<file path="src/rtl/binary_16b_counter_free_running.sv">
// Purpose : free-running modulo-(max_count+1) counter that pulses max_tick at the terminal value
//           (baud / oversampling tick source for the UART path).
// Latency : max_tick is a same-cycle combinational decode of the registered count and live max_count.
// Backpr. : none; the counter never stalls, and a missed tick is not replayed.
//
// Ports:
//   clk        in  1  single clock, rising-edge state updates
//   reset      in  1  synchronous, active-low (0 = clear count)
//   max_count  in  N  terminal count; may change any cycle
//   max_tick   out 1  high while count == max_count and reset is high
module binary_16b_counter_free_running #(
  parameter int N = 16
) (
  input  logic         clk,
  input  logic         reset,
  input  logic [N-1:0] max_count,
  output logic [0:0]   max_tick
);

  logic [N-1:0] count;
  logic         at_max;

  // Equality only, so lowering max_count below the running count does not
  // wrap early. The counter runs on to all-ones and rolls over naturally.
  assign at_max = (count == max_count);

  always_ff @(posedge clk) begin
    if (!reset) begin
      count <= '0;
    end else if (at_max) begin
      count <= '0;
    end else begin
      count <= count + N'(1);
    end
  end

  // Gate with reset so that no tick leaks out during the reset cycle.
  assign max_tick = reset & at_max;

endmodule

</file>
<file path="config.mk">
export PLATFORM = sky130hd
export DESIGN_NAME = binary_16b_counter_free_running
export DESIGN_NICKNAME = d
export VERILOG_FILES = /design/src/rtl/binary_16b_counter_free_running.sv
export SDC_FILE = /design/constraint.sdc
export NUM_CORES = 1
export LEC_CHECK = 0
export ABC_AREA = 0
export CAP_MARGIN = 20
export CORE_ASPECT_RATIO = 1.25
export CORE_MARGIN = 2
export CORE_UTILIZATION = 31
export CTS_BUF_LIST = sky130_fd_sc_hd__clkbuf_4 sky130_fd_sc_hd__clkbuf_8 sky130_fd_sc_hd__clkbuf_16
export DETAILED_ROUTE_END_ITERATION = 12
export PLACE_DENSITY = 0.58
export SLEW_MARGIN = 20
export SYNTH_ARGS = -nofsm -noshare
export SYNTH_HDL_FRONTEND = slang
export SYNTH_SLANG_ARGS = --single-unit
export TNS_END_PERCENT = 10
</file>
<file path="constraint.sdc">
create_clock -name clk -period 2.2 [get_ports clk]
set_clock_uncertainty 0.2 [all_clocks]
set_input_delay 0.33 -clock clk [delete_from_list [all_inputs] [get_ports clk]]
set_output_delay 0.33 -clock clk [all_outputs]
set_load 0.01 [all_outputs]
</file>
==> results of run 1 <==
## layer usage
metal / GRT usage / part of all wire / vias to the layer above
met5: 0 / 0 / -
met3: 0.0350 / 0.042 / 5
li1: - / - / 403
met1: 0.168 / 0.46 / 346
met4: 0.0673 / 0.024 / 0
met2: 0.203 / 0.48 / 11
## worst paths after layout
check | startpoint | depth (start not counted) | slack, ps | end
setup / recovery | max_count[8] | 6 | 170 | max_tick
hold / removal | count[0]$_SDFF_PP0_ | 1 | 310 | count[0]$_SDFF_PP0_
setup reg to reg | count[0]$_SDFF_PP0_ | 6 | 380 | count[14]$_SDFF_PP0_
hold reg to reg | count[0]$_SDFF_PP0_ | 1 | 310 | count[0]$_SDFF_PP0_
## layout make-up
cell class,count,area (um^2)
clock buffer,3,22.5
multi-input combinational,79,563
sequential,16,320
tap,34,42.5
inverter,2,7.51
timing repair buffer,33,290
fill,299,1490
## stage by stage
stage,instances,total power (W),hold slack (ps),instance area (um^2),util
floorplan,102,0.000342,240,905,-
global placement,163,0.000389,256,1200,0.438
detailed placement,163,0.000390,273,1200,0.438
CTS,167,0.000543,316,1230,0.451
global route,167,0.000567,353,1250,0.456
finish,167,0.000542,310,1250,0.456
## cell usage after synthesis (all sizes together)
cell type,count
inv,2
nor3,4
nand3,5
xnor2,28
dfxtp,16
nand4,7
buf,2
xor2,2
o41ai,1
nor4,4
clkbuf,3
and3,1
nand2,5
nor2,21
ha,1
## worst max-delay path: cells and delay by family
family                    cells  cell delay, ps
buffers and inverters         2             600
xor gates and xnor gates      1             130
and+or+nand+nor               3             430
## kinds of logic (layout without fill, tap and decap cells)
kind of cell / Yosys count / in the layout / share of synthesized area
fa+ha+maj: 1 / 1 / 0.0138
simple gates: 47 / 47 / 0.254
xor+xnor: 30 / 30 / 0.299
buf+inv: 7 / 38 / 0.0484
flops: 16 / 16 / 0.354
compound gates: 1 / 1 / 0.0304
## where the power goes
part | switching, W | internal (W) | total, W | leakage [nW]
logic | 0.0000309 | 0.0000564 | 0.0000873 | 0.308
clock network | 0.0000921 | 0.0000637 | 0.000156 | 0.0138
registers | 0.00000459 | 0.000294 | 0.000299 | 0.129
total | 0.000128 | 0.000414 | 0.000542 | 0.451
## timing repair
| item | in CTS | in global routing |
|---|---|---|
| resized for setup | 2 | 5 |
| endpoints found under the hold margin | 0 | 0 |
| endpoints found under the setup margin | 1 | 1 |
| pin swaps | 2 | 2 |
| buffers inserted | 1 | 0 |
==> reports/metrics.yaml, run 1 <==
power_and_ir_drop:
  total_leakage_power_nw: 0.451
  powerDensity_nw_per_um2: 435
  ir_worst_vdd_mv: 0.297
detailed_routing:
  routedWlPerCell_um: 11.1
  detail_route.wirelength_mm: 1.85
  drt_iter0_markers: 7
  vias: 765
  final_antenna_net_count: 0
  via_per_inst: 4.58
  drc_errors: 0
  first_pass_iters: 2
floorplanning:
  initial_core_util: 0.331
  ios: 19
  fp.dieW_um: 52.3
  die_h_um: 64.4
  row_count: 21
  die_area_um2: 3370
  coreArea_um2: 2730
cts:
  cts_hold_buf: 0
  tritoncts: "yes"
  numCtsBuffers: 3
  cts-htree-levels: 1
  cts_root_buffer: "clkbuf_4"
  path_clk_slew_ps: 100
  clockBufferDepth: 2
  clk-insertion-delay-late_ps: 290
  cts.sinks: 16
layout:
  final_cell_mix: "24 x xnor2_1, 21 x nor2_1, 16 x dfxtp_1, 16 x clkdlybuf4s50_1, 15 x buf_4"
  syn_to_final_growth_pct: 37.8
  largestRegisters: "count (16)"
  drive_above_1_share: 0.195
  final_common_cell: "xnor2_1"
  largest_reg_flops: 16
  nets: 154
  regMostFlops: "count"
  diodes: 0
flow_run:
  cap_violations: 0
sta:
  timing.final.crit_share: 0.922
  finalCriticalPeriod_ps: 2030
  rsz0062_at_grt: "no"
  setup-violations-final: 0
  fin_tns_setup_ps: 0
  drv_slew: 0
  finalHoldViolCount: 0
  setup_ws_ps: 172
  relSlewSlack: 0.740
  max_freq_mhz: 493
  worstMarginPinSlew_ps: 386
placement:
  place.gp.congestion: 0.794
  dpl.hpwl_mm: 1.53
  port_buffers: 18
  place_ws_ps: -308
critical_path:
  crit_fanout: 2
  slowest_delay_ps: 470
  required_ps: 1670
  cpMaxStageDelayCell: "clkdlybuf4s50_1"
  cp.arrival_ps: 1500
  crit_path_start_kind: "primary input"
  crit_type: "primary input to output pin"
  timing.critical_path.to_type: "output pin"
  cp_cell_sequence: "clkdlybuf4s50_1 -> xnor2_1 -> nand4_1 -> nor2_1 -> and3_1 -> clkbuf_2"
logic_synthesis:
  syn_area_per_cell_um2: 8.87
  syn_area_um2: 905
  syn_inst: 102
  ys_seq_area_frac: 0.354
  syn_nets: 121
  synth_area_leaders: "dfxtp_1 35%, xnor2_1 26%, nor2_1 8.7%"
  yosysUniqueCellTypes: 18
  yosysTopAreaCell: "dfxtp_1"
  yosys_warnings: 0
  yosysTopAreaCellShare: 0.354
  synth_seq_cells: 16
grt:
  grt_usage: 0.133
  antenna_found_initial: 0
  grt_pass1_wl_mm: 3.28
  grt_pass1_vias: 768
  gr-total-overflow: 0
  grt_max_degree: 10
min_path:
  hp-class: "flip-flop to flip-flop"
run_status:
  outcome: "completed"
Note: power is estimated with default switching activity, not from simulation.
==> run 2, diff against run 1 <==
Settings changed: PLACE_DENSITY 0.58 to default, PLACE_DENSITY_LB_ADDON from default to 0.2.
==> run 2 against run 1 <==
  * Clock power about the same
  * Via count shrank 2.4%
  * Non-clock buffer count rose by 1
  * First-iteration DRC count increased to 2.9 times the previous value
  * Core utilization increased by 0.37 points
  * Total power fell by 0.43%
  * Final cell count rose by 0.60%
  * Critical endpoint unchanged
  * Largest power group unchanged
==> reports/metrics.yaml, run 2 (same netlist as run 1, synthesis figures left out) <==
flow_run:
  cap_violations: 0
sta:
  holdWs_ps: 304
  finalCriticalPeriod_ps: 2120
  timing.final.crit_share: 0.962
  relSlewSlack: 0.766
  drv_slew: 0
  max_freq_mhz: 473
  finalHoldViolCount: 0
  setup-violations-final: 0
  setup_ws_ps: 83.8
  worstMarginPinSlew_ps: 348
  rsz0062_at_grt: "no"
grt:
  grt_max_degree: 10
  grt_pass1_vias: 737
  top_usage_layer: "met2"
  met3_usage: 0.0164
  met2_usage: 0.214
  antenna_found_initial: 0
  grt_pass1_wl_mm: 3.04
  gr-total-overflow: 0
  gr-usage-met1: 0.134
  grt_usage: 0.121
cts:
  cts.sinks: 16
  cts_root_buffer: "clkbuf_4"
  path_clk_slew_ps: 90
  cts-htree-levels: 1
  clk-insertion-delay-late_ps: 280
  tritoncts: "yes"
  clockBufferDepth: 2
  numCtsBuffers: 3
layout:
  stdcell_area_um2: 1260
  diodes: 0
  finalNonFillerCells: 168
  final_cell_mix: "24 x xnor2_1, 21 x nor2_1, 17 x clkdlybuf4s50_1"
  drive_above_1_share: 0.194
  regMostFlops: "count"
  largestRegisters: "count (16)"
  nets: 155
  final_common_cell: "xnor2_1"
  fill_cells: 286
  largest_reg_flops: 16
  syn_to_final_growth_pct: 38.9
run_status:
  outcome: "completed"
critical_path:
  cp.depth: 6
  reg2reg_slack_ps: 410
  crit_fanout: 2
  slowest_delay_ps: 470
  cp-startpoint: "max_count[9]"
  reg2regPathDepth: 6
  r2r_end: "count[11]$_SDFF_PP0_"
  cpMaxStageDelayCell: "clkdlybuf4s50_1"
  crit_type: "primary input to output pin"
  rr_startpoint: "count[6]$_SDFF_PP0_"
  crit_end: "max_tick"
  critPathBufInv: 2
  cpLargestDelayFamily: "buffers and inverters"
  cp.arrival_ps: 1590
  timing.critical_path.to_type: "output pin"
  required_ps: 1670
  cp_cell_sequence: "clkdlybuf4s50_1 -> xnor2_1 -> nand4_1 -> nor2_1 -> and3_1 -> clkdlybuf4s15_1"
  crit_path_start_kind: "primary input"
placement:
  dp.cells: 164
  port_buffers: 18
  dpl_cell_area_um2: 1200
  dpl.hpwl_mm: 1.49
  place_ws_ps: -264
  place.gp.congestion: 0.765
floorplanning:
  die_area_um2: 3370
  row_count: 21
  initial_core_util: 0.331
  coreArea_um2: 2730
  die_h_um: 64.4
  ios: 19
  fp.dieW_um: 52.3
min_path:
  hp-class: "flip-flop to flip-flop"
  min_from: "count[0]$_SDFF_PP0_"
detailed_routing:
  first_pass_iters: 4
  vias: 747
  routedWlPerCell_um: 11.2
  drc_errors: 0
  final_antenna_net_count: 0
  via_per_inst: 4.45
  detail_route.wirelength_mm: 1.88
  drt_iter0_markers: 20
power_and_ir_drop:
  powerDensity_nw_per_um2: 429
  ir_worst_vdd_mv: 0.264
  total_leakage_power_nw: 0.448
-- run 2: cell count changes in the layout (fill, tap and decap cells not counted) --
cell	change
clkbuf_2	-1
dlymetal6s2s_1	-1
buf_4	+1
clkdlybuf4s15_1	+1
clkdlybuf4s50_1	+1
-- run 2: how the worst min path moves through the flow --
stage                     endpoint  depth (start not counted)
2_1_floorplan  count[0]$_SDFF_PP0_                          1
3_3_place_gp   count[0]$_SDFF_PP0_                          1
3_5_place_dp   count[0]$_SDFF_PP0_                          1
4_1_cts        count[0]$_SDFF_PP0_                          1
5_1_grt        count[0]$_SDFF_PP0_                          1
6_report       count[0]$_SDFF_PP0_                          1
-- run 2: worst register-to-register path: stages, from the launching register on --
cell     delay [ps]
dfxtp_1         440
xnor2_2         150
nand4_1         140
buf_4           160
o41ai_4         330
buf_4           210
nor2_1           60
-- run 2: cell type report --
class	instances	area, um^2	share of cell area
sequential	16	320	0.255
clock buffer	3	22.5	0.0179
inverter	2	7.51	0.00598
multi-input combinational	79	563	0.448
timing repair buffer	34	300	0.239
tap	34	42.5	0.0339
-- run 2: metal layers --
metal,share of wire,vias to the layer above
li1,-,401
met1,0.44,324
met2,0.49,20
met3,0.051,2
met4,0.0090,0
met5,0,-
-- run 2: stage by stage --
| stage | power [W] | TNS (ps) | util |
|---|---|---|---|
| after floorplan | 0.000342 | 0 | - |
| after global placement | 0.000386 | -241 | 0.440 |
| after detailed placement | 0.000387 | -305 | 0.440 |
| after CTS | 0.000547 | 0 | 0.459 |
| after global routing | 0.000565 | 0 | 0.460 |
| final | 0.000539 | 0 | 0.460 |
-- run 2: timing repair --
| item | CTS | global route |
|---|---|---|
| endpoints found under the setup margin | 1 | 1 |
| hold buffers | 0 | 0 |
| setup buffers | 1 | 0 |
| pin swaps | 2 | 1 |
| resized for setup | 4 | 1 |
-- run 2: power breakdown --
group	internal (W)	switching [W]	total [W]
logic	0.0000555	0.0000291	0.0000846
clock network	0.0000635	0.0000924	0.000156
registers	0.000294	0.00000490	0.000299
total	0.000413	0.000126	0.000539
==> run 3, diff against run 2 <==
Settings changed: CORE_MARGIN 2 to default.
==> run 3 against run 2 <==
  * Final cell count grew 1.2%
  * Largest cell class unchanged
  * Combinational power shrank 2%
  * Total power shrank 0.33%
  * Cell area shrank 1.0%
  * Die area shrank 6.8%
  * Register-to-register slack lost 70 ps
  * Core utilization shrank 0.46 points
==> reports/metrics.yaml, run 3 (same netlist as run 1, synthesis figures left out) <==
floorplanning:
  row_count: 21
  die_area_um2: 3140
  initial_core_util: 0.331
  fp.dieW_um: 50.3
  coreArea_um2: 2730
  ios: 19
  die_h_um: 62.4
layout:
  final_common_cell: "xnor2_1"
  final_cell_mix: "27 x xnor2_1, 21 x nor2_1, 18 x buf_4"
  largest_reg_flops: 16
  regMostFlops: "count"
  nets: 157
  stdcell_area_um2: 1240
  syn_to_final_growth_pct: 37.5
  diodes: 0
  largestRegisters: "count (16)"
  drive_above_1_share: 0.191
  fill_cells: 281
grt:
  gr-usage-met1: 0.158
  top_usage_layer: "met2"
  grt_pass1_wl_mm: 3.17
  gr-total-overflow: 0
  grt_usage: 0.133
  met3_usage: 0.0268
  antenna_found_initial: 0
  grt_max_degree: 10
  met2_usage: 0.220
  grt_pass1_vias: 730
critical_path:
  cp.arrival_ps: 1510
  required_ps: 1670
  timing.critical_path.to_type: "output pin"
  crit_type: "primary input to output pin"
  crit_fanout: 2
  crit_path_start_kind: "primary input"
power_and_ir_drop:
  p_clk_frac: 0.290
  p_int_w: 0.000412
  powerDensity_nw_per_um2: 432
  netSwitchingFraction: 0.234
  pwr-share-comb: 0.155
  seq_power_share: 0.555
  p_switching_w: 0.000126
  total_leakage_power_nw: 0.441
  ir_worst_vdd_mv: 0.264
sta:
  worstMarginPinSlew_ps: 331
  finalCriticalPeriod_ps: 2040
  timing.final.crit_share: 0.926
  rsz0062_at_grt: "no"
  relSlewSlack: 0.778
  holdWs_ps: 287
  drv_slew: 0
  finalHoldViolCount: 0
  setup-violations-final: 0
  max_freq_mhz: 491
cts:
  path_clk_slew_ps: 100
  tritoncts: "yes"
  cts.sinks: 16
  cts-htree-levels: 1
  cts_root_buffer: "clkbuf_4"
  clockBufferDepth: 2
  numCtsBuffers: 3
  clk-insertion-delay-late_ps: 290
  cts_hold_buf: 0
placement:
  place.gp.congestion: 0.749
  dpl.hpwl_mm: 1.48
  port_buffers: 18
  dpl_cell_area_um2: 1210
detailed_routing:
  first_pass_iters: 4
  detail_route.wirelength_mm: 1.89
  final_antenna_net_count: 0
  routedWlPerCell_um: 11.1
  drc_errors: 0
  via_per_inst: 4.51
  drt_iter0_markers: 11
  vias: 767
min_path:
  hp-class: "flip-flop to flip-flop"
run_status:
  outcome: "completed"
flow_run:
  cap_violations: 0
-- run 3: final timing paths --
kind | from | endpoint | slack [ps] | cells after the start
setup / recovery | max_count[8] | max_tick | 160 | 6
hold reg to reg | count[0]$_SDFF_PP0_ | count[0]$_SDFF_PP0_ | 290 | 1
setup reg to reg | count[14]$_SDFF_PP0_ | count[14]$_SDFF_PP0_ | 340 | 7
hold / removal | count[0]$_SDFF_PP0_ | count[0]$_SDFF_PP0_ | 290 | 1
-- run 3: layout make-up --
class | instances | area (um^2) | share of cell area
Multi-Input combinational cell | 79 | 541 | 0.435
Clock buffer | 3 | 22.5 | 0.0181
Tap cell | 34 | 42.5 | 0.0342
Sequential cell | 16 | 320 | 0.258
Inverter | 2 | 7.51 | 0.00604
Timing Repair Buffer | 36 | 310 | 0.249
-- run 3: repair_timing --
action	in CTS	in global routing
gates resized for setup	1	2
setup endpoints to repair	1	1
buffers inserted	1	1
pin swaps	1	2
-- run 3: stage by stage --
step	cells	util	setup TNS (ps)	setup slack (ps)	power (W)
2_1_floorplan	102	-	0	465	0.000342
3_3_place_gp	165	0.443	-226	-226	0.000387
3_5_place_dp	165	0.443	-373	-233	0.000388
4_1_cts	169	0.454	0	39.4	0.000542
5_1_grt	170	0.455	0	68.4	0.000559
6_report	170	0.455	0	162	0.000538
-- run 3: power groups by stage --
stage                     clock network (W)  registers, W   logic, W
after floorplan                           0      0.000305  0.0000364
after global placement                    0      0.000305  0.0000819
after detailed placement                  0      0.000305  0.0000827
after CTS                          0.000160      0.000299  0.0000838
after global routing               0.000170      0.000299  0.0000897
final                              0.000156      0.000299  0.0000831
-- run 3: worst max-delay path, cell delays in order --
cell             delay, ps
clkdlybuf4s50_1        470
xnor2_1                130
nand4_1                160
nor2_1                 130
and3_1                 160
clkbuf_2               130
-- run 3: metal layers --
layer  part of all wire  up-vias
met2               0.48       20
met5                  0        -
met3              0.039        2
met1               0.47      336
met4              0.010        0
li1                   -      409
